`src/rtl/fractal_sync_pkg.sv`:
```
// -----------------------------------------------------------------------------
// fractal_sync_pkg
//   Shared types and constants for the fractal synchronization network.
//   - SD_WIDTH            : source/destination field width
//   - REQ_LEVEL_W/REQ_ID_W: storage widths of the request struct; blocks with
//                           narrower level/id fields zero-extend into them
//   - fractal_sync_req_t  : buffered synchronization request {level, id, sd}
//   - req_check_e         : kind of RF check a request head needs
//   - req_check_type()    : classify a head by its level
// -----------------------------------------------------------------------------
package fractal_sync_pkg;

  localparam int unsigned SD_WIDTH    = 2;
  localparam int unsigned REQ_LEVEL_W = 8;
  localparam int unsigned REQ_ID_W    = 8;

  typedef struct packed {
    logic [REQ_LEVEL_W-1:0] level;
    logic [REQ_ID_W-1:0]    id;
    logic [SD_WIDTH-1:0]    sd;
  } fractal_sync_req_t;

  typedef enum logic [1:0] {
    CHK_NONE   = 2'd0,
    CHK_LOCAL  = 2'd1,
    CHK_REMOTE = 2'd2
  } req_check_e;

  // Level 1 resolves inside this node, anything above must go upward.
  // Level 0 is malformed and never reaches the RF.
  function automatic req_check_e req_check_type(input logic [REQ_LEVEL_W-1:0] level);
    if (level == '0) begin
      return CHK_NONE;
    end else if (level == REQ_LEVEL_W'(1)) begin
      return CHK_LOCAL;
    end else begin
      return CHK_REMOTE;
    end
  endfunction

endpackage

```
`src/rtl/fractal_sync_1d_req_ctrl_fifo.sv`:
```
// -----------------------------------------------------------------------------
// fractal_sync_req_fifo
//   Per-port request FIFO. Push and pop may happen in the same cycle; a push
//   into a full FIFO is accepted only together with a pop (used to re-queue
//   the head at the tail). No fall-through: a pushed entry is visible at the
//   head the cycle after the push at the earliest.
//   Ports:
//     clk_i, rst_ni : clock, asynchronous active-low reset
//     push_i/data_i : enqueue request
//     pop_i         : dequeue head (ignored when empty)
//     head_o        : current head entry (meaningful when !empty_o)
//     full_o/empty_o: occupancy flags
// -----------------------------------------------------------------------------
module fractal_sync_req_fifo
  import fractal_sync_pkg::*;
#(
  parameter int unsigned DEPTH = 4
) (
  input  logic              clk_i,
  input  logic              rst_ni,
  input  logic              push_i,
  input  fractal_sync_req_t data_i,
  input  logic              pop_i,
  output fractal_sync_req_t head_o,
  output logic              full_o,
  output logic              empty_o
);

  localparam int unsigned PTR_W = $clog2(DEPTH);
  localparam int unsigned CNT_W = PTR_W + 1;

  fractal_sync_req_t mem_d [DEPTH];
  fractal_sync_req_t mem_q [DEPTH];
  logic [PTR_W-1:0]  wr_ptr_d, wr_ptr_q;
  logic [PTR_W-1:0]  rd_ptr_d, rd_ptr_q;
  logic [CNT_W-1:0]  cnt_d, cnt_q;
  logic              push_en, pop_en;

  assign full_o  = (cnt_q == CNT_W'(DEPTH));
  assign empty_o = (cnt_q == '0);
  assign head_o  = mem_q[rd_ptr_q];

  // A simultaneous pop frees the slot a full-FIFO push needs.
  assign push_en = push_i && (!full_o || pop_i);
  assign pop_en  = pop_i && !empty_o;

  always_comb begin
    mem_d    = mem_q;
    wr_ptr_d = wr_ptr_q;
    rd_ptr_d = rd_ptr_q;
    cnt_d    = cnt_q;
    if (push_en) begin
      mem_d[wr_ptr_q] = data_i;
      wr_ptr_d        = wr_ptr_q + 1'b1;
    end
    if (pop_en) begin
      rd_ptr_d = rd_ptr_q + 1'b1;
    end
    case ({push_en, pop_en})
      2'b10:   cnt_d = cnt_q + 1'b1;
      2'b01:   cnt_d = cnt_q - 1'b1;
      default: cnt_d = cnt_q;
    endcase
  end

  // Storage carries no reset; the pointers alone define what is valid.
  always_ff @(posedge clk_i) begin
    mem_q <= mem_d;
  end

  always_ff @(posedge clk_i or negedge rst_ni) begin
    if (!rst_ni) begin
      wr_ptr_q <= '0;
      rd_ptr_q <= '0;
      cnt_q    <= '0;
    end else begin
      wr_ptr_q <= wr_ptr_d;
      rd_ptr_q <= rd_ptr_d;
      cnt_q    <= cnt_d;
    end
  end

endmodule

```
`src/rtl/fractal_sync_1d_req_ctrl.sv`:
```
// -----------------------------------------------------------------------------
// fractal_sync_1d_req_ctrl
//   Request-control stage in front of the 1D synchronization register file.
//   Each port buffers requests in a FIFO, presents the head to the RF with a
//   local or remote check strobe, and acts on the RF verdict in the same
//   cycle: pop, re-queue (bypass), forward upward, or emit a wake-up.
//   Ports are fully independent.
//   Ports (all per port [N_PORTS]):
//     req_*         : incoming request channel (valid/ready, level/id/sd)
//     level_o/id_o/sd_local_o, check_local_o/check_remote_o : head to RF
//     present_*/bypass_*/ignore_*/id_err_i/sig_err_i/sd_local_i : RF verdict
//     fwd_*         : upward channel, one-entry registered stage
//     wake_*        : downward wake channel, one-entry registered stage
//     err_o         : registered one-cycle error pulse
//   Optional: define FRACTAL_SYNC_REQ_STATS_EN to add saturating counters
//     bypass_cnt_o (16 bit) and err_cnt_o (8 bit) per port.
// -----------------------------------------------------------------------------
module fractal_sync_1d_req_ctrl
  import fractal_sync_pkg::*;
#(
  parameter int unsigned N_PORTS     = 2,
  parameter int unsigned LEVEL_WIDTH = 1,
  parameter int unsigned ID_WIDTH    = 1,
  parameter int unsigned FIFO_DEPTH  = 4
) (
  input  logic                   clk_i,
  input  logic                   rst_ni,
  // request channel
  input  logic                   req_valid_i      [N_PORTS],
  output logic                   req_ready_o      [N_PORTS],
  input  logic [LEVEL_WIDTH-1:0] req_level_i      [N_PORTS],
  input  logic [ID_WIDTH-1:0]    req_id_i         [N_PORTS],
  input  logic [SD_WIDTH-1:0]    req_sd_i         [N_PORTS],
  // head to RF
  output logic [LEVEL_WIDTH-1:0] level_o          [N_PORTS],
  output logic [ID_WIDTH-1:0]    id_o             [N_PORTS],
  output logic [SD_WIDTH-1:0]    sd_local_o       [N_PORTS],
  output logic                   check_local_o    [N_PORTS],
  output logic                   check_remote_o   [N_PORTS],
  // RF verdict
  input  logic                   present_local_i  [N_PORTS],
  input  logic                   present_remote_i [N_PORTS],
  input  logic                   bypass_local_i   [N_PORTS],
  input  logic                   bypass_remote_i  [N_PORTS],
  input  logic                   ignore_local_i   [N_PORTS],
  input  logic                   ignore_remote_i  [N_PORTS],
  input  logic                   id_err_i         [N_PORTS],
  input  logic                   sig_err_i        [N_PORTS],
  input  logic [SD_WIDTH-1:0]    sd_local_i       [N_PORTS],
  // upward channel
  output logic                   fwd_valid_o      [N_PORTS],
  input  logic                   fwd_ready_i      [N_PORTS],
  output logic [LEVEL_WIDTH-1:0] fwd_level_o      [N_PORTS],
  output logic [ID_WIDTH-1:0]    fwd_id_o         [N_PORTS],
  // wake channel
  output logic                   wake_valid_o     [N_PORTS],
  input  logic                   wake_ready_i     [N_PORTS],
  output logic [ID_WIDTH-1:0]    wake_id_o        [N_PORTS],
  output logic [SD_WIDTH-1:0]    wake_sd_o        [N_PORTS],
  output logic                   err_o            [N_PORTS]
`ifdef FRACTAL_SYNC_REQ_STATS_EN
  ,
  output logic [15:0]            bypass_cnt_o     [N_PORTS],
  output logic [7:0]             err_cnt_o        [N_PORTS]
`endif
);

  for (genvar p = 0; p < N_PORTS; p++) begin : g_port

    fractal_sync_req_t     push_data, head;
    logic                  push, pop, full, empty, head_valid, ready;
    req_check_e            chk_type;
    logic                  wake_free, fwd_free;
    logic                  chk_local, chk_remote, chk_any, lvl_zero;
    logic                  vd_err, vd_ignore, vd_bypass, wake_load, fwd_load;
    logic                  unused_head_id;

    logic                   wake_valid_d, wake_valid_q;
    logic [ID_WIDTH-1:0]    wake_id_d, wake_id_q;
    logic [SD_WIDTH-1:0]    wake_sd_d, wake_sd_q;
    logic                   fwd_valid_d, fwd_valid_q;
    logic [LEVEL_WIDTH-1:0] fwd_level_d, fwd_level_q;
    logic [ID_WIDTH-1:0]    fwd_id_d, fwd_id_q;
    logic                   err_d, err_q;

    fractal_sync_req_fifo #(
      .DEPTH (FIFO_DEPTH)
    ) i_fifo (
      .clk_i   (clk_i),
      .rst_ni  (rst_ni),
      .push_i  (push),
      .data_i  (push_data),
      .pop_i   (pop),
      .head_o  (head),
      .full_o  (full),
      .empty_o (empty)
    );

    // Only the low ID_WIDTH bits of the stored id carry information.
    assign unused_head_id = ^head.id;

    // Check gating and same-cycle verdict decode. A bypass re-push always
    // coincides with its own pop, so it can never be blocked by a full FIFO
    // and needs no gating term of its own.
    always_comb begin
      head_valid = !empty;
      chk_type   = req_check_type(head.level);
      wake_free  = !wake_valid_q || wake_ready_i[p];
      fwd_free   = !fwd_valid_q || fwd_ready_i[p];
      chk_local  = head_valid && (chk_type == CHK_LOCAL) && wake_free;
      chk_remote = head_valid && (chk_type == CHK_REMOTE) && fwd_free;
      chk_any    = chk_local || chk_remote;
      lvl_zero   = head_valid && (chk_type == CHK_NONE);

      vd_err    = chk_any && (id_err_i[p] || sig_err_i[p]);
      vd_ignore = !vd_err &&
                  ((chk_local && ignore_local_i[p]) || (chk_remote && ignore_remote_i[p]));
      vd_bypass = !vd_err && !vd_ignore &&
                  ((chk_local && bypass_local_i[p]) || (chk_remote && bypass_remote_i[p]));
      wake_load = chk_local && !vd_err && !vd_ignore && !vd_bypass && present_local_i[p];
      fwd_load  = chk_remote && !vd_err && !vd_ignore && !vd_bypass && !present_remote_i[p];

      pop   = chk_any || lvl_zero;
      // The tail slot belongs to the re-queued head while a bypass is in flight.
      ready = !full && !vd_bypass;
      push  = vd_bypass || (req_valid_i[p] && ready);
      if (vd_bypass) begin
        push_data = head;
      end else begin
        push_data.level = REQ_LEVEL_W'(req_level_i[p]);
        push_data.id    = REQ_ID_W'(req_id_i[p]);
        push_data.sd    = req_sd_i[p];
      end
    end

    // Output stages: a load only happens when the stage is empty or draining,
    // so held data never changes while valid && !ready.
    always_comb begin
      wake_valid_d = wake_valid_q;
      wake_id_d    = wake_id_q;
      wake_sd_d    = wake_sd_q;
      if (wake_valid_q && wake_ready_i[p]) begin
        wake_valid_d = 1'b0;
      end
      if (wake_load) begin
        wake_valid_d = 1'b1;
        wake_id_d    = head.id[ID_WIDTH-1:0];
        wake_sd_d    = sd_local_i[p];
      end

      fwd_valid_d = fwd_valid_q;
      fwd_level_d = fwd_level_q;
      fwd_id_d    = fwd_id_q;
      if (fwd_valid_q && fwd_ready_i[p]) begin
        fwd_valid_d = 1'b0;
      end
      if (fwd_load) begin
        fwd_valid_d = 1'b1;
        fwd_level_d = head.level[LEVEL_WIDTH-1:0] - 1'b1;
        fwd_id_d    = head.id[ID_WIDTH-1:0];
      end

      err_d = vd_err || lvl_zero;
    end

    always_ff @(posedge clk_i or negedge rst_ni) begin
      if (!rst_ni) begin
        wake_valid_q <= 1'b0;
        wake_id_q    <= '0;
        wake_sd_q    <= '0;
        fwd_valid_q  <= 1'b0;
        fwd_level_q  <= '0;
        fwd_id_q     <= '0;
        err_q        <= 1'b0;
      end else begin
        wake_valid_q <= wake_valid_d;
        wake_id_q    <= wake_id_d;
        wake_sd_q    <= wake_sd_d;
        fwd_valid_q  <= fwd_valid_d;
        fwd_level_q  <= fwd_level_d;
        fwd_id_q     <= fwd_id_d;
        err_q        <= err_d;
      end
    end

    assign req_ready_o[p]    = ready;
    // Head fields are forced to zero when the FIFO is empty.
    assign level_o[p]        = head_valid ? head.level[LEVEL_WIDTH-1:0] : '0;
    assign id_o[p]           = head_valid ? head.id[ID_WIDTH-1:0] : '0;
    assign sd_local_o[p]     = head_valid ? head.sd : '0;
    assign check_local_o[p]  = chk_local;
    assign check_remote_o[p] = chk_remote;
    assign fwd_valid_o[p]    = fwd_valid_q;
    assign fwd_level_o[p]    = fwd_level_q;
    assign fwd_id_o[p]       = fwd_id_q;
    assign wake_valid_o[p]   = wake_valid_q;
    assign wake_id_o[p]      = wake_id_q;
    assign wake_sd_o[p]      = wake_sd_q;
    assign err_o[p]          = err_q;

`ifdef FRACTAL_SYNC_REQ_STATS_EN
    logic [15:0] bypass_cnt_d, bypass_cnt_q;
    logic [7:0]  err_cnt_d, err_cnt_q;

    always_comb begin
      bypass_cnt_d = bypass_cnt_q;
      err_cnt_d    = err_cnt_q;
      if (vd_bypass && (bypass_cnt_q != '1)) begin
        bypass_cnt_d = bypass_cnt_q + 1'b1;
      end
      if (err_d && (err_cnt_q != '1)) begin
        err_cnt_d = err_cnt_q + 1'b1;
      end
    end

    always_ff @(posedge clk_i or negedge rst_ni) begin
      if (!rst_ni) begin
        bypass_cnt_q <= '0;
        err_cnt_q    <= '0;
      end else begin
        bypass_cnt_q <= bypass_cnt_d;
        err_cnt_q    <= err_cnt_d;
      end
    end

    assign bypass_cnt_o[p] = bypass_cnt_q;
    assign err_cnt_o[p]    = err_cnt_q;
`endif

  end

endmodule
```
`config.mk`:
```
export PLATFORM = sky130hd
export DESIGN_NAME = fractal_sync_1d_req_ctrl
export DESIGN_NICKNAME = d
export VERILOG_FILES = /design/src/rtl/fractal_sync_pkg.sv /design/src/rtl/fractal_sync_1d_req_ctrl_fifo.sv /design/src/rtl/fractal_sync_1d_req_ctrl.sv
export SDC_FILE = /design/constraint.sdc
export NUM_CORES = 1
export LEC_CHECK = 0
export ABC_AREA = 1
export CAP_MARGIN = 15
export CORE_UTILIZATION = 56
export CTS_CLUSTER_SIZE = 20
export DETAILED_ROUTE_END_ITERATION = 16
export PLACE_DENSITY = 0.81
export SYNTH_ARGS = -nofsm -noshare
export SYNTH_HDL_FRONTEND = slang
export SYNTH_SLANG_ARGS = --single-unit
```
`constraint.sdc`:
```
create_clock -name clk_i -period 2.97 [get_ports clk_i]
set_input_delay 0.594 -clock clk_i [delete_from_list [all_inputs] [get_ports clk_i]]
set_output_delay 0.594 -clock clk_i [all_outputs]
set_load 0.005 [all_outputs]
```
# == Word-level counts from Yosys, hierarchy flattened ==
# Index checks and enable logic that the tools add are counted.
# op_classes
div_mod_pow,0
order_cmp,6
addsub,10
multipliers,0
shifts,0
muxes,34
eq_ne,12
bitwise_logic,4
reduce_logical,104
# ops
operator,n
bitwise mux 72 bit,2
two-way mux 18 bit,8
binary-select mux 18 bit (select 2 bit),2
demux 18 bit (select 2 bit),2
logical AND 1 bit,56
logical OR 1 bit,20
"equality test 8 x 1 -> 1 bit, second input constant",2
logical NOT 1 bit,16
logical NOT 8 bit,2
">= comparator 3 bit, second input constant",4
two-way mux 1 bit,12
two-way mux 2 bit,6
NOT 2 -> 3 bit,4
one-hot mux 3 bit (2 select lines),2
nonzero test 2 bit,6
"adder 2 x 1 -> 2 bit, second input constant",4
"equality test 2 x 1 -> 1 bit, second input constant",4
"equality test 2 bit, second input constant",4
"adder 3 x 1 -> 3 bit, second input constant",2
"equality test 3 bit, second input constant",2
logical NOT 3 bit,2
"less-than comparator 3 x 1 -> 1 bit, second input constant",2
"subtractor 3 x 1 -> 3 bit, second input constant",2
logical NOT 2 bit,2
"subtractor 1 bit, second input constant",2
# word_totals
output_inout_bits,30
word_cells,214
mem_bits_rw,0
mem_bits_ro,0
memories,0
latch_bits,0
inputBits,36
regBits,174

# == Logic depth before layout (Yosys ltp) ==
# Gate-level depths: netlist (run 1).
# depth
ltp_word,24
mapped_depth,23
depth_no_buf,21

# == Modules after synthesis ==
# Synthesis (run 1) repeated with hierarchy kept, for this count alone.
# unflattened
hier_cells,766
area_unflattened_um2,8036.5
# by_module_without_submodules
mod,seq_area_each_um2,area_each_um2,cells_per_inst,n_inst
fractal_sync_req_fifo at g_port[1].i_fifo,2337.2,3203.1,255,1
fractal_sync_req_fifo at g_port[0].i_fifo,2337.2,3191.8,255,1
fractal_sync_1d_req_ctrl,400.4,1641.6,256,1

# == Worst setup path after synthesis (run 1) ==
# Ideal clock, no wire load.
# synth_timing
kind,register to register
from,register g_port[0].i_fifo.rd_ptr_q[1]
to,register g_port[0].i_fifo.cnt_q[2]
period_less_slack_ns,2.642
slack_ns,0.328
required_time_ns,2.846
setup_ns,0.124
path_buffers,2
path_stages_with_launch,22
arrival_ns,2.517
path_cell_list,dfrtp_1 -> buf_6 -> inv_2 -> buf_6 -> nand3_1 -> nand2_1 -> nand2_1 -> nor2_4 -> nand2_2 -> nand2_4 -> inv_2 -> nand2_1 -> nand2_2 -> nand3_4 -> nand2_2 -> inv_2 -> ha_1 -> inv_1 -> fa_1 -> a21oi_1 -> o21ai_0 -> xnor2_1
# synth_between
elab_chain_cells,24
elab_cells_between_ends,41
classes_between,eq/ne (5); mux (6); bitwise (1); reduce/logical (29)
# synth_rtl
item,line,source
"start, declared",fractal_sync_1d_req_ctrl_fifo.sv:35,"logic [PTR_W-1:0] rd_ptr_d, rd_ptr_q;"
"start signal, assigned",fractal_sync_1d_req_ctrl_fifo.sv:78,rd_ptr_q <= rd_ptr_d;
NOT 2 -> 3 bit (not written as such) (*),fractal_sync_1d_req_ctrl_fifo.sv:41,assign head_o = mem_q[rd_ptr_q];
binary-select mux 18 bit (select 2 bit) (*),fractal_sync_1d_req_ctrl_fifo.sv:41,
two-way mux 18 bit (not written as such) (*) (2 in series),fractal_sync_1d_req_ctrl_fifo.sv:41,
equality test 8 x 1 -> 1 bit,fractal_sync_pkg.sv:34,end else if (level == REQ_LEVEL_W'(1)) begin
two-way mux 2 bit,fractal_sync_pkg.sv:34,
two-way mux 2 bit (*),fractal_sync_pkg.sv:32,if (level == '0) begin
equality test 2 bit (*),fractal_sync_1d_req_ctrl.sv:111,chk_remote = head_valid && (chk_type == CHK_REMOTE) && fwd_free;
logical AND 1 bit (*) (2 in series),fractal_sync_1d_req_ctrl.sv:111,
named net g_port[0].chk_remote,fractal_sync_1d_req_ctrl.sv:74,"logic chk_local, chk_remote, chk_any, lvl_zero;"
(+5 left out),--,
logical AND 1 bit (2 in series),fractal_sync_1d_req_ctrl.sv:118,vd_bypass = !vd_err && !vd_ignore &&
logical NOT 1 bit,fractal_sync_1d_req_ctrl.sv:125,ready = !full && !vd_bypass;
logical AND 1 bit,fractal_sync_1d_req_ctrl.sv:125,
logical AND 1 bit,fractal_sync_1d_req_ctrl.sv:126,push = vd_bypass || (req_valid_i[p] && ready);
logical OR 1 bit,fractal_sync_1d_req_ctrl.sv:126,
logical AND 1 bit,fractal_sync_1d_req_ctrl_fifo.sv:44,assign push_en = push_i && (!full_o || pop_i);
equality test 2 x 1 -> 1 bit / equality test 2 bit (equally long branches),fractal_sync_1d_req_ctrl_fifo.sv:59,"case ({push_en, pop_en})"
one-hot mux 3 bit (2 select lines) / nonzero test 2 bit (equally long branches),--,
"end signal, assigned",fractal_sync_1d_req_ctrl_fifo.sv:79,cnt_q <= cnt_d;
"end, declared",fractal_sync_1d_req_ctrl_fifo.sv:36,"logic [CNT_W-1:0] cnt_d, cnt_q;"
# Mark *: on every way through the listed nets, which the timed path passes. The rest lies on a longest branch. The select of a mux whose other input is x is not followed.
# A chain may end at the register's enable or synchronous reset.

==> flow_metrics.py, run 1 <==
metrics = {
    "run_status": {
        "outcome": "finished, violations left",
        "failed_checks": "setup timing",
    },
    "synthesis": {
        "synth_edf_count": 88,
        "ys_seq_elements": 118,
        "yosysTopAreaCell": "edfxtp_1",
        "avgSynthCellArea_um2": 10.4,
        "yosysSeqAreaShare": 0.603,
        "ys_types": 33,
        "async_flop_share": 0.254,
        "synth.area.top_cells": "edfxtp_1 47%, dfrtp_1 13%, nand2_1 11%",
        "yosys.area.top_type_share": 0.470,
        "synth_warnings": 0,
        "synth_nets": 587,
        "synth_cells": 539,
        "synth_ff_type": "edfxtp_1",
        "synth_area_mm2": 0.00562,
    },
    "sta": {
        "rsz0062_at_grt": "yes",
        "fin_crit_ns": 3.13,
        "slew_headroom": 0.554,
        "hold_viol": 0,
        "whs_ns": 0.454,
        "worst_slack_ns": -0.155,
        "fin_crit_sh": 1.05,
        "fin_skew_ns": 0.00811,
        "finalSetupViolCount": 6,
        "worstMarginPinSlew_ns": 0.662,
        "setup_tns_ns": -0.494,
        "max_freq_ghz": 0.320,
        "slew_viol_final": 0,
    },
    "detailed_routing": {
        "drc": 0,
        "vias_per_cell": 5.73,
        "drt_iter0_markers": 291,
        "wl_per_cell_um": 20.1,
        "drt-total-wl_mm": 16.5,
        "vias": 4701,
        "firstDrtPassIters": 5,
        "ant_nets": 0,
    },
    "clock_network": {
        "cts-htree-levels": 4,
        "clk_pin_slew_worst_paths_ns": 0.06,
        "cts_buffer_depth": 2,
        "cts-buffers-inserted": 17,
        "cts_tree": "yes",
        "hold_buffers": 0,
        "clock-root-buffer": "clkbuf_8",
        "cts.sinks": 118,
        "clock_latency_ns": 0.54,
    },
    "critical_path": {
        "crit_path_cell_trace": "buf_12, nand2_4, nand3_2, nand2_2, nand2_2, nor2_4, nand3_4, inv_2, nand2_1, nand2_2, nand3_4, nand2_2, inv_2, clkbuf_2",
        "cp_num_buf_inv": 4,
        "crit_top_cell": "nand2_2",
        "setup.worst_path.class": "flop to output port",
        "cp_slowest_cell": "dfrtp_2",
        "crit_fanout": 8,
        "cp_slowest_stage_delay_ns": 0.51,
        "cp.arrival_ns": 2.53,
        "cp-start-kind": "flop",
        "crit_family": "simple AND/OR/NAND/NOR gates",
        "worst_setup_path_end_kind": "output port",
        "worst_ep_required_time_ns": 2.38,
    },
    "floorplanning": {
        "die_x_um": 102,
        "initial_core_util": 0.575,
        "fp.coreArea_mm2": 0.00977,
        "io_pins": 66,
        "die-area_mm2": 0.0104,
        "dieHeight_um": 102,
        "fp-row-count": 36,
    },
    "global_route": {
        "grt-ovfl-total": 0,
        "antenna_found_initial": 0,
        "grt_pass1_wl_mm": 23.5,
        "grt_max_degree": 31,
        "gr-usage-all-layers": 0.311,
        "grt_pass1_vias": 4746,
    },
    "placement": {
        "gp_congestion": 0.902,
        "placed_area_mm2": 0.00633,
        "detailed_place_hpwl_mm": 7.58,
        "io_buffer_count": 65,
    },
    "hold_path": {
        "hold_class": "primary input to asynchronous set/reset pin",
    },
    "final_layout": {
        "n_antenna_cell": 0,
        "area_growth_pct": 38.1,
        "fin_util": 0.795,
        "final_area_mm2": 0.00777,
        "final_cell_mix": "120 x nand2_1, 88 x edfxtp_1, 75 x buf_4",
        "nNetsFinal": 723,
        "final_common_cell": "nand2_1",
        "drive_gt1_frac": 0.344,
    },
    "pwr": {
        "p_clk_frac": 0.206,
        "power.switching_mw": 3.81,
        "irDropWorstVdd_v": 0.000884,
        "switching_share": 0.398,
        "combPwrFrac": 0.514,
        "powerDensity_mw_per_mm2": 1230,
        "seqPwrFrac": 0.280,
        "intPower_mw": 5.75,
        "p_leak_nw": 3.31,
        "p_total_mw": 9.55,
    },
    "flow_run": {
        "cap_violations": 0,
    },
}
[registers in the layout, summed over array words and instances (netlist names)]
name	count
g_port.i_fifo.mem_q	88
g_port.i_fifo.cnt_q	6
g_port.i_fifo.rd_ptr_q	4
g_port.i_fifo.wr_ptr_q	4
g_port.wake_sd_q	4
g_port.err_q	2
g_port.fwd_id_q	2
g_port.fwd_level_q	2
g_port.fwd_valid_q	2
g_port.wake_id_q	2
g_port.wake_valid_q	2
[power groups by stage]
stage                     logic (mW)  registers [mW]  clock network [mW]
final                           4.91            2.68                1.96
after CTS                       4.12            2.63                1.92
after floorplan                 2.22            2.55                   0
after global routing            5.23            2.71                2.03
after global placement          2.92            2.60                   0
after detailed placement        3.08            2.63                   0
[metal layers]
metal / GRT usage / share of wire / up-vias
li1: - / - / 2042
met1: 0.340 / 0.34 / 2293
met2: 0.536 / 0.54 / 286
met3: 0.0752 / 0.074 / 80
met4: 0.211 / 0.046 / 0
met5: 0 / 0 / -
[Yosys cell counts, types with 2 or more instances]
cell type  instances
nand2_1          162
edfxtp_1          88
nand3_1           49
nor2_1            40
inv_1             34
dfrtp_1           30
buf_4             22
o21ai_0           15
buf_6             13
nand2_2           13
a21oi_1           11
ha_1              10
inv_2              7
a32o_1             4
nor2_4             4
xnor2_1            4
xor2_1             4
inv_4              3
nand3_2            3
nor2_2             3
nor3_2             3
a32oi_1            2
fa_1               2
nand3_4            2
o21ai_1            2
or2_2              2
[cells by family (layout without fill, tap and decap cells)]
family	Yosys count	in the layout	synth area share
AOI/OAI and AO/OA	36	36	0.0389
and+or+nand+nor	285	285	0.229
adders and majority gates	12	12	0.0294
DFF	118	118	0.603
xor gates and xnor gates	8	8	0.0125
buffers and inverters	80	229	0.0870
[area by class of cell]
| class | instances | area [um2] |
|---|---|---|
| Inverter | 45 | 210 |
| Sequential cell | 118 | 3400 |
| Timing Repair Buffer | 149 | 1340 |
| Clock buffer | 19 | 422 |
| Clock inverter | 13 | 134 |
| Tap cell | 133 | 166 |
| Multi-Input combinational cell | 341 | 2070 |
| Timing Repair inverter | 3 | 26.3 |
| Fill cell | 490 | 2010 |
[per-stage QoR]
step	instances	setup WS, ns
2_1_floorplan	539	0.328
5_1_grt	821	-0.247
3_5_place_dp	725	-0.0583
4_1_cts	811	-0.0947
3_3_place_gp	725	0.0435
6_report	821	-0.155
[what timing repair did]
action                     in CTS  in global routing
pin swaps                      34                 43
hold endpoints to repair        0                  0
gates resized for setup        56                 79
setup endpoints to repair       7                 37
setup buffers                  50                 15
gates cloned                    5                  0
[path summary, 6_finish.rpt]
kind | start | to | slack, ns | depth (start not counted)
max | g_port[1].i_fifo.rd_ptr_q[0]$_DFFE_PN0P_ | req_ready_o[0] | -0.16 | 14
min | rst_ni | g_port[0].i_fifo.rd_ptr_q[1]$_DFFE_PN0P_ | 0.45 | 2
max reg2reg | g_port[1].i_fifo.rd_ptr_q[0]$_DFFE_PN0P_ | g_port[1].i_fifo.cnt_q[2]$_DFFE_PN0P_ | -0.11 | 19
min reg2reg | g_port[1].fwd_id_q$_DFFE_PN0P_ | g_port[1].fwd_id_q$_DFFE_PN0P_ | 0.48 | 2
max in group asynchronous | rst_ni | g_port[1].i_fifo.rd_ptr_q[0]$_DFFE_PN0P_ | 2.19 | 2
min in group clk_i | g_port[1].fwd_id_q$_DFFE_PN0P_ | g_port[1].fwd_id_q$_DFFE_PN0P_ | 0.48 | 2
Note: power is estimated with default switching activity, not from simulation.
==> run 2: changes to the inputs <==
--- a/config.mk
+++ b/config.mk
@@ -7,6 +7,7 @@
 export LEC_CHECK = 0
 export ABC_AREA = 1
 export CAP_MARGIN = 15
+export CORE_MARGIN = 3
 export CORE_UTILIZATION = 56
 export CTS_CLUSTER_SIZE = 20
 export DETAILED_ROUTE_END_ITERATION = 16
==> run 2 against run 1 <==
The run still ends with setup timing left; die area rose by 8.0%; wire length fell by 18%; critical path depth rose by 1; flip-flop and latch count did not move; clock power fell by 9.7%; combinational power fell by 21%; worst setup slack improved by 0.044 ns; global-route usage fell by 7.5 points; register-to-register slack barely moved; largest cell class unchanged; largest power group unchanged.
==> flow_metrics.py, run 2 (synthesis results as in run 1) <==
metrics = {
    "critical_path": {
        "r2r-end": "g_port[1].i_fifo.cnt_q[2]$_DFFE_PN0P_",
        "worst_setup_path_end_kind": "output port",
        "crit_path_cell_trace": "buf_8, buf_6, nand2_2, nand3_1, nand2_1, nand2_2, nor2_4, nand3_4, inv_4, nand2_4, nand2_4, nand3_4, nand2_1, inv_1, buf_2",
        "crit_family": "simple AND/OR/NAND/NOR gates",
        "rr_worst_depth": 20,
        "cp_num_buf_inv": 5,
        "cp-start-kind": "flop",
        "setup.worst_path.start": "g_port[1].i_fifo.rd_ptr_q[0]$_DFFE_PN0P_",
        "worst_ep_required_time_ns": 2.38,
        "cp.arrival_ns": 2.49,
        "setup.worst_path.class": "flop to output port",
        "ff2ff_setup_slack_ns": -0.11,
        "cp_slowest_cell": "dfrtp_2",
        "crit_fanout": 6,
        "cp_slowest_stage_delay_ns": 0.46,
        "r2r_start": "g_port[1].i_fifo.rd_ptr_q[0]$_DFFE_PN0P_",
    },
    "pwr": {
        "p_clk_frac": 0.213,
        "irDropWorstVdd_v": 0.000780,
        "intPower_mw": 5.06,
        "switching_share": 0.390,
        "seqPwrFrac": 0.318,
        "powerDensity_mw_per_mm2": 1130,
        "power.switching_mw": 3.24,
        "p_total_mw": 8.30,
        "combPwrFrac": 0.469,
        "p_leak_nw": 3.10,
    },
    "final_layout": {
        "regMostFlops": "g_port.i_fifo.mem_q",
        "area_growth_pct": 30.4,
        "final_common_cell": "nand2_1",
        "fin_util": 0.772,
        "drive_gt1_frac": 0.273,
        "fill_cells": 555,
        "largestRegisters": "g_port.i_fifo.mem_q (88), g_port.i_fifo.cnt_q (6)",
        "n_antenna_cell": 0,
        "final_area_mm2": 0.00733,
        "final_cell_mix": "134 x nand2_1, 88 x edfxtp_1, 59 x clkdlybuf4s50_1",
        "largest_reg_flops": 88,
        "nNetsFinal": 691,
    },
    "floorplanning": {
        "fp.coreArea_mm2": 0.00950,
        "dieHeight_um": 106,
        "initial_core_util": 0.592,
        "die-area_mm2": 0.0113,
        "fp-row-count": 35,
        "die_x_um": 106,
        "io_pins": 66,
    },
    "detailed_routing": {
        "drt-total-wl_mm": 13.6,
        "wl_per_cell_um": 17.3,
        "ant_nets": 0,
        "firstDrtPassIters": 6,
        "vias_per_cell": 5.41,
        "drc": 0,
        "vias": 4249,
        "drt_iter0_markers": 307,
    },
    "sta": {
        "fin_crit_ns": 3.08,
        "fin_crit_sh": 1.04,
        "fin_skew_ns": 0.0128,
        "finalSetupViolCount": 3,
        "slew_headroom": 0.625,
        "slew_viol_final": 0,
        "hold_viol": 0,
        "setup_tns_ns": -0.220,
        "worst_slack_ns": -0.111,
        "max_freq_ghz": 0.325,
        "worstMarginPinSlew_ns": 0.556,
        "rsz0062_at_grt": "yes",
    },
    "placement": {
        "detailed_place_hpwl_mm": 7.69,
        "gp_congestion": 0.879,
        "placed_area_mm2": 0.00632,
        "io_buffer_count": 65,
        "pre_cts_ws_ns": -0.0246,
    },
    "run_status": {
        "failed_checks": "setup timing",
        "outcome": "finished, violations left",
    },
    "global_route": {
        "grt_pass1_wl_mm": 20.5,
        "gr-usage-all-layers": 0.236,
        "grt_max_degree": 31,
        "antenna_found_initial": 0,
        "grt-ovfl-total": 0,
        "grt_pass1_vias": 4291,
    },
    "clock_network": {
        "clk_pin_slew_worst_paths_ns": 0.06,
        "cts.sinks": 118,
        "clock-root-buffer": "clkbuf_8",
        "cts_buffer_depth": 2,
        "clock_latency_ns": 0.52,
        "cts-buffers-inserted": 17,
        "cts-htree-levels": 4,
        "cts_tree": "yes",
    },
    "flow_run": {
        "cap_violations": 0,
    },
    "hold_path": {
        "hold_class": "primary input to asynchronous set/reset pin",
    },
}
[run 2: power groups by stage]
stage          Sequential [mW]  Clock (mW)  Combinational (mW)
2_1_floorplan             2.55           0                2.22
3_3_place_gp              2.59           0                2.93
3_5_place_dp              2.61           0                3.05
4_1_cts                   2.61        1.78                3.51
5_1_grt                   2.68        1.86                4.21
6_report                  2.64        1.77                3.89
[run 2: how the worst max path moves through the flow]
stage / to / slack [ns] / cells past startpoint
2_1_floorplan: g_port[0].i_fifo.cnt_q[2]$_DFFE_PN0P_ / 0.33 / 21
5_1_grt: g_port[1].i_fifo.cnt_q[2]$_DFFE_PN0P_ / -0.21 / 21
4_1_cts: req_ready_o[1] / -0.08 / 16
3_3_place_gp: req_ready_o[1] / 0.05 / 12
3_5_place_dp: g_port[0].i_fifo.cnt_q[2]$_DFFE_PN0P_ / -0.02 / 17
6_report: req_ready_o[0] / -0.11 / 15
[run 2: layout make-up]
class | count | area, um2 | share of cell area
repair buffers | 119 | 1110 | 0.152
well taps | 129 | 161 | 0.0220
flip-flops and latches | 118 | 3400 | 0.463
inverters | 45 | 195 | 0.0266
clock buffers | 17 | 414 | 0.0565
repair inverters | 1 | 8.76 | 0.00119
multi-input cells | 341 | 1940 | 0.264
clock inverters | 15 | 109 | 0.0148
[run 2: per-layer routing]
| metal | wire (um) | vias to the layer above | share of wire | track usage |
|---|---|---|---|---|
| li1 | - | 1980 | - | - |
| met1 | 5160 | 2088 | 0.38 | 0.261 |
| met2 | 7420 | 145 | 0.55 | 0.439 |
| met3 | 676 | 36 | 0.050 | 0.0559 |
| met4 | 315 | 0 | 0.023 | 0.0842 |
| met5 | 0 | - | 0 | 0 |
[run 2: worst register-to-register path, delay by kind of cell, from the launching register on]
family / cells / cell delay (ns)
compound gates: 2 / 0.24
xor+xnor: 1 / 0.13
fa+ha+maj: 2 / 0.49
buf+inv: 5 / 0.54
flops: 1 / 0.46
simple gates: 10 / 1.12
[run 2: what timing repair did]
action,in CTS,in global routing
pin swaps,26,30
buffers inserted,18,9
hold buffers,0,0
resized for setup,48,41
cloned,2,0
setup endpoints to repair,7,10
[run 2: through the flow]
stage / hold WS (ns) / instances
2_1_floorplan: 0.298 / 539
3_3_place_gp: 0.454 / 724
3_5_place_dp: 0.465 / 724
4_1_cts: 0.466 / 776
5_1_grt: 0.495 / 785
6_report: 0.474 / 785
==> run 3: changes to the inputs <==
--- a/config.mk
+++ b/config.mk
@@ -8,10 +8,11 @@
 export ABC_AREA = 1
 export CAP_MARGIN = 15
 export CORE_MARGIN = 3
-export CORE_UTILIZATION = 56
+export CORE_UTILIZATION = 59
 export CTS_CLUSTER_SIZE = 20
 export DETAILED_ROUTE_END_ITERATION = 16
-export PLACE_DENSITY = 0.81
+export PLACE_DENSITY = 0.82
 export SYNTH_ARGS = -nofsm -noshare
 export SYNTH_HDL_FRONTEND = slang
+export SYNTH_HIERARCHICAL = 1
 export SYNTH_SLANG_ARGS = --single-unit
==> run 3 against run 2 <==
Critical path type unchanged; maximum frequency fell by 11%; sequential power rose by 7%; the run still ends with setup timing left; synthesized cell count rose by 11%; die area fell by 0.85%; wire length rose by 74%; combinational power rose by 66%; hold slack improved by 0.023 ns; clock power rose by 20%.
==> flow_metrics.py, run 3 <==
metrics = {
    "run_status": {
        "outcome": "finished, violations left",
        "failed_checks": "setup timing",
    },
    "synthesis": {
        "synth_warnings": 6,
        "avgSynthCellArea_um2": 9.82,
        "synth_cells": 598,
        "synth_area_mm2": 0.00587,
        "synth_nets": 646,
    },
    "floorplanning": {
        "fp.coreArea_mm2": 0.00946,
        "fp-row-count": 35,
        "io_pins": 66,
        "dieHeight_um": 106,
        "die-area_mm2": 0.0112,
        "initial_core_util": 0.621,
        "die_x_um": 106,
    },
    "placement": {
        "io_buffer_count": 65,
        "pre_cts_ws_ns": -0.0785,
        "gp_congestion": 0.901,
        "detailed_place_hpwl_mm": 8.51,
    },
    "global_route": {
        "grtUsageMet3": 0.0796,
        "grt_pass1_wl_mm": 26.1,
        "antenna_found_initial": 0,
        "met2_usage": 0.524,
        "grt_pass1_vias": 5163,
        "grt-ovfl-total": 0,
        "grt_busiest_layer": "met2",
        "grt_use_met1": 0.352,
        "gr-usage-all-layers": 0.303,
        "grt_max_degree": 31,
    },
    "sta": {
        "fin_crit_sh": 1.17,
        "slew_headroom": 0.610,
        "rsz0062_at_grt": "yes",
        "finalSetupViolCount": 134,
        "setup_tns_ns": -28.63,
        "slew_viol_final": 0,
        "max_freq_ghz": 0.288,
        "worst_slack_ns": -0.500,
        "fin_skew_ns": 0.0156,
        "hold_viol": 0,
        "fin_crit_ns": 3.47,
        "worstMarginPinSlew_ns": 0.585,
    },
    "final_layout": {
        "drive_gt1_frac": 0.379,
        "regMostFlops": "g_port.i_fifo/mem_q",
        "n_antenna_cell": 0,
        "largest_reg_flops": 88,
        "final_cell_mix": "88 x edfxtp_1, 80 x buf_4, 73 x nand2_1",
        "area_growth_pct": 42.4,
        "nNetsFinal": 797,
        "fin_util": 0.884,
        "final_common_cell": "edfxtp_1",
        "fill_cells": 325,
        "largestRegisters": "g_port.i_fifo/mem_q (88), g_port.i_fifo/cnt_q (6)",
    },
    "critical_path": {
        "cp.arrival_ns": 2.88,
        "crit_path_cell_trace": "buf_8, nor2_4, nor2_1, o21ai_1, o21ai_2, nor2_1, nand2_1, nor2_4, buf_6, nand3_2, nand2_1, inv_2, nand3_4, nand2_4, inv_2, buf_6",
        "worst_ep_required_time_ns": 2.38,
        "worst_setup_path_end_kind": "output port",
        "cp_slowest_stage_delay_ns": 0.52,
        "crit_fanout": 8,
        "cp-start-kind": "flop",
        "crit_family": "simple AND/OR/NAND/NOR gates",
        "cp_num_buf_inv": 5,
        "setup.worst_path.class": "flop to output port",
        "cp_slowest_cell": "dfrtp_2",
    },
    "clock_network": {
        "cts-buffers-inserted": 17,
        "cts-htree-levels": 4,
        "cts_tree": "yes",
        "cts.sinks": 118,
        "clock_latency_ns": 0.52,
        "clk_pin_slew_worst_paths_ns": 0.07,
        "cts_buffer_depth": 2,
        "clock-root-buffer": "clkbuf_8",
        "hold_buffers": 0,
    },
    "hold_path": {
        "hold_class": "primary input to asynchronous set/reset pin",
    },
    "pwr": {
        "irDropWorstVdd_v": 0.000910,
        "combPwrFrac": 0.566,
        "seqPwrFrac": 0.248,
        "switching_share": 0.444,
        "intPower_mw": 6.34,
        "powerDensity_mw_per_mm2": 1360,
        "p_leak_nw": 3.59,
        "power.switching_mw": 5.05,
        "p_total_mw": 11.4,
        "p_clk_frac": 0.186,
    },
    "detailed_routing": {
        "vias": 5874,
        "vias_per_cell": 6.59,
        "drt-total-wl_mm": 23.6,
        "wl_per_cell_um": 26.5,
        "ant_nets": 0,
        "drc": 0,
        "drt_iter0_markers": 1107,
        "firstDrtPassIters": 6,
    },
    "flow_run": {
        "cap_violations": 0,
    },
}
-- run 3: changes by cell type in the layout (fill, tap and decap cells not counted), sizes merged, moves of 4 or more --
| cell | before | now |
|---|---|---|
| nor2 | 47 | 114 |
| a32o | 4 | 0 |
| o21ai | 18 | 78 |
| inv | 47 | 75 |
| buf | 55 | 114 |
| nand3 | 54 | 34 |
| a21oi | 11 | 2 |
| xor2 | 4 | 0 |
| nand4 | 1 | 12 |
| nand2 | 176 | 102 |
-- run 3: cell type report --
cell class,instances,area (um2),share of cell area
Clock buffer,19,432,0.0516
Clock inverter,13,155,0.0185
Inverter,74,308,0.0368
Multi-Input combinational cell,362,2280,0.273
Sequential cell,118,3400,0.406
Tap cell,129,161,0.0193
Timing Repair Buffer,174,1620,0.194
Timing Repair inverter,2,11.3,0.00135
-- run 3: path summary, 6_finish.rpt --
| path | start | end | slack [ns] | cells past startpoint |
|---|---|---|---|---|
| min | rst_ni | g_port[0].fwd_valid_q$_DFFE_PN0P_ | 0.50 | 2 |
| max in group asynchronous | rst_ni | g_port[1].i_fifo/rd_ptr_q[1]$_DFFE_PN0P_ | 2.13 | 2 |
| min in group clk_i | g_port[1].fwd_level_q$_DFFE_PN0P_ | g_port[1].fwd_level_q$_DFFE_PN0P_ | 0.50 | 2 |
| max | g_port[1].i_fifo/rd_ptr_q[0]$_DFFE_PN0P_ | req_ready_o[0] | -0.50 | 16 |
| min reg2reg | g_port[1].fwd_level_q$_DFFE_PN0P_ | g_port[1].fwd_level_q$_DFFE_PN0P_ | 0.50 | 2 |
| max reg2reg | g_port[1].i_fifo/rd_ptr_q[0]$_DFFE_PN0P_ | g_port[1].i_fifo/cnt_q[2]$_DFFE_PN0P_ | -0.49 | 23 |
-- run 3: power groups by stage --
stage                     Clock, mW  Sequential, mW  Combinational (mW)
after global routing           2.18            2.83                6.64
after CTS                      2.03            2.67                4.49
final                          2.12            2.83                6.45
after floorplan                   0            2.60                2.64
after detailed placement          0            2.65                3.53
after global placement            0            2.63                3.32
-- run 3: per-layer routing --
layer	routed length (um)	vias to the layer above
met1	7590	2738
met2	10600	659
met5	0	-
li1	-	2240
met3	3060	237
met4	2320	0
-- run 3: repair_timing --
item / CTS / global route
gates cloned: 2 / 6
endpoints found under the setup margin: 12 / 111
pin swaps: 30 / 48
buffers inserted: 57 / 27
resized for setup: 71 / 135
-- run 3: through the flow --
step | hold slack, ns | cell area (um2) | cells
after floorplan | 0.298 | 5870 | 598
after global placement | 0.460 | 6500 | 771
after detailed placement | 0.463 | 6500 | 771
after CTS | 0.477 | 7690 | 860
after global routing | 0.528 | 8360 | 891
final | 0.497 | 8360 | 891
-- run 3: worst reg2reg max path: stages, from the launching register on --
cell and delay, ns:
dfrtp_2 0.52, buf_8 0.20, nor2_4 0.07, nor2_1 0.06, o21ai_1 0.15, o21ai_2 0.15, nor2_1 0.20, nand2_1 0.11
nor2_4 0.19, buf_6 0.14, nand3_2 0.06, nand2_1 0.11, inv_2 0.07, nand3_4 0.10, buf_6 0.13, nand2_4 0.06
nand2_4 0.08, ha_4 0.16, inv_4 0.05, fa_2 0.38, nand2_2 0.11, nand3_2 0.09, nand2_2 0.07, nand2_1 0.08
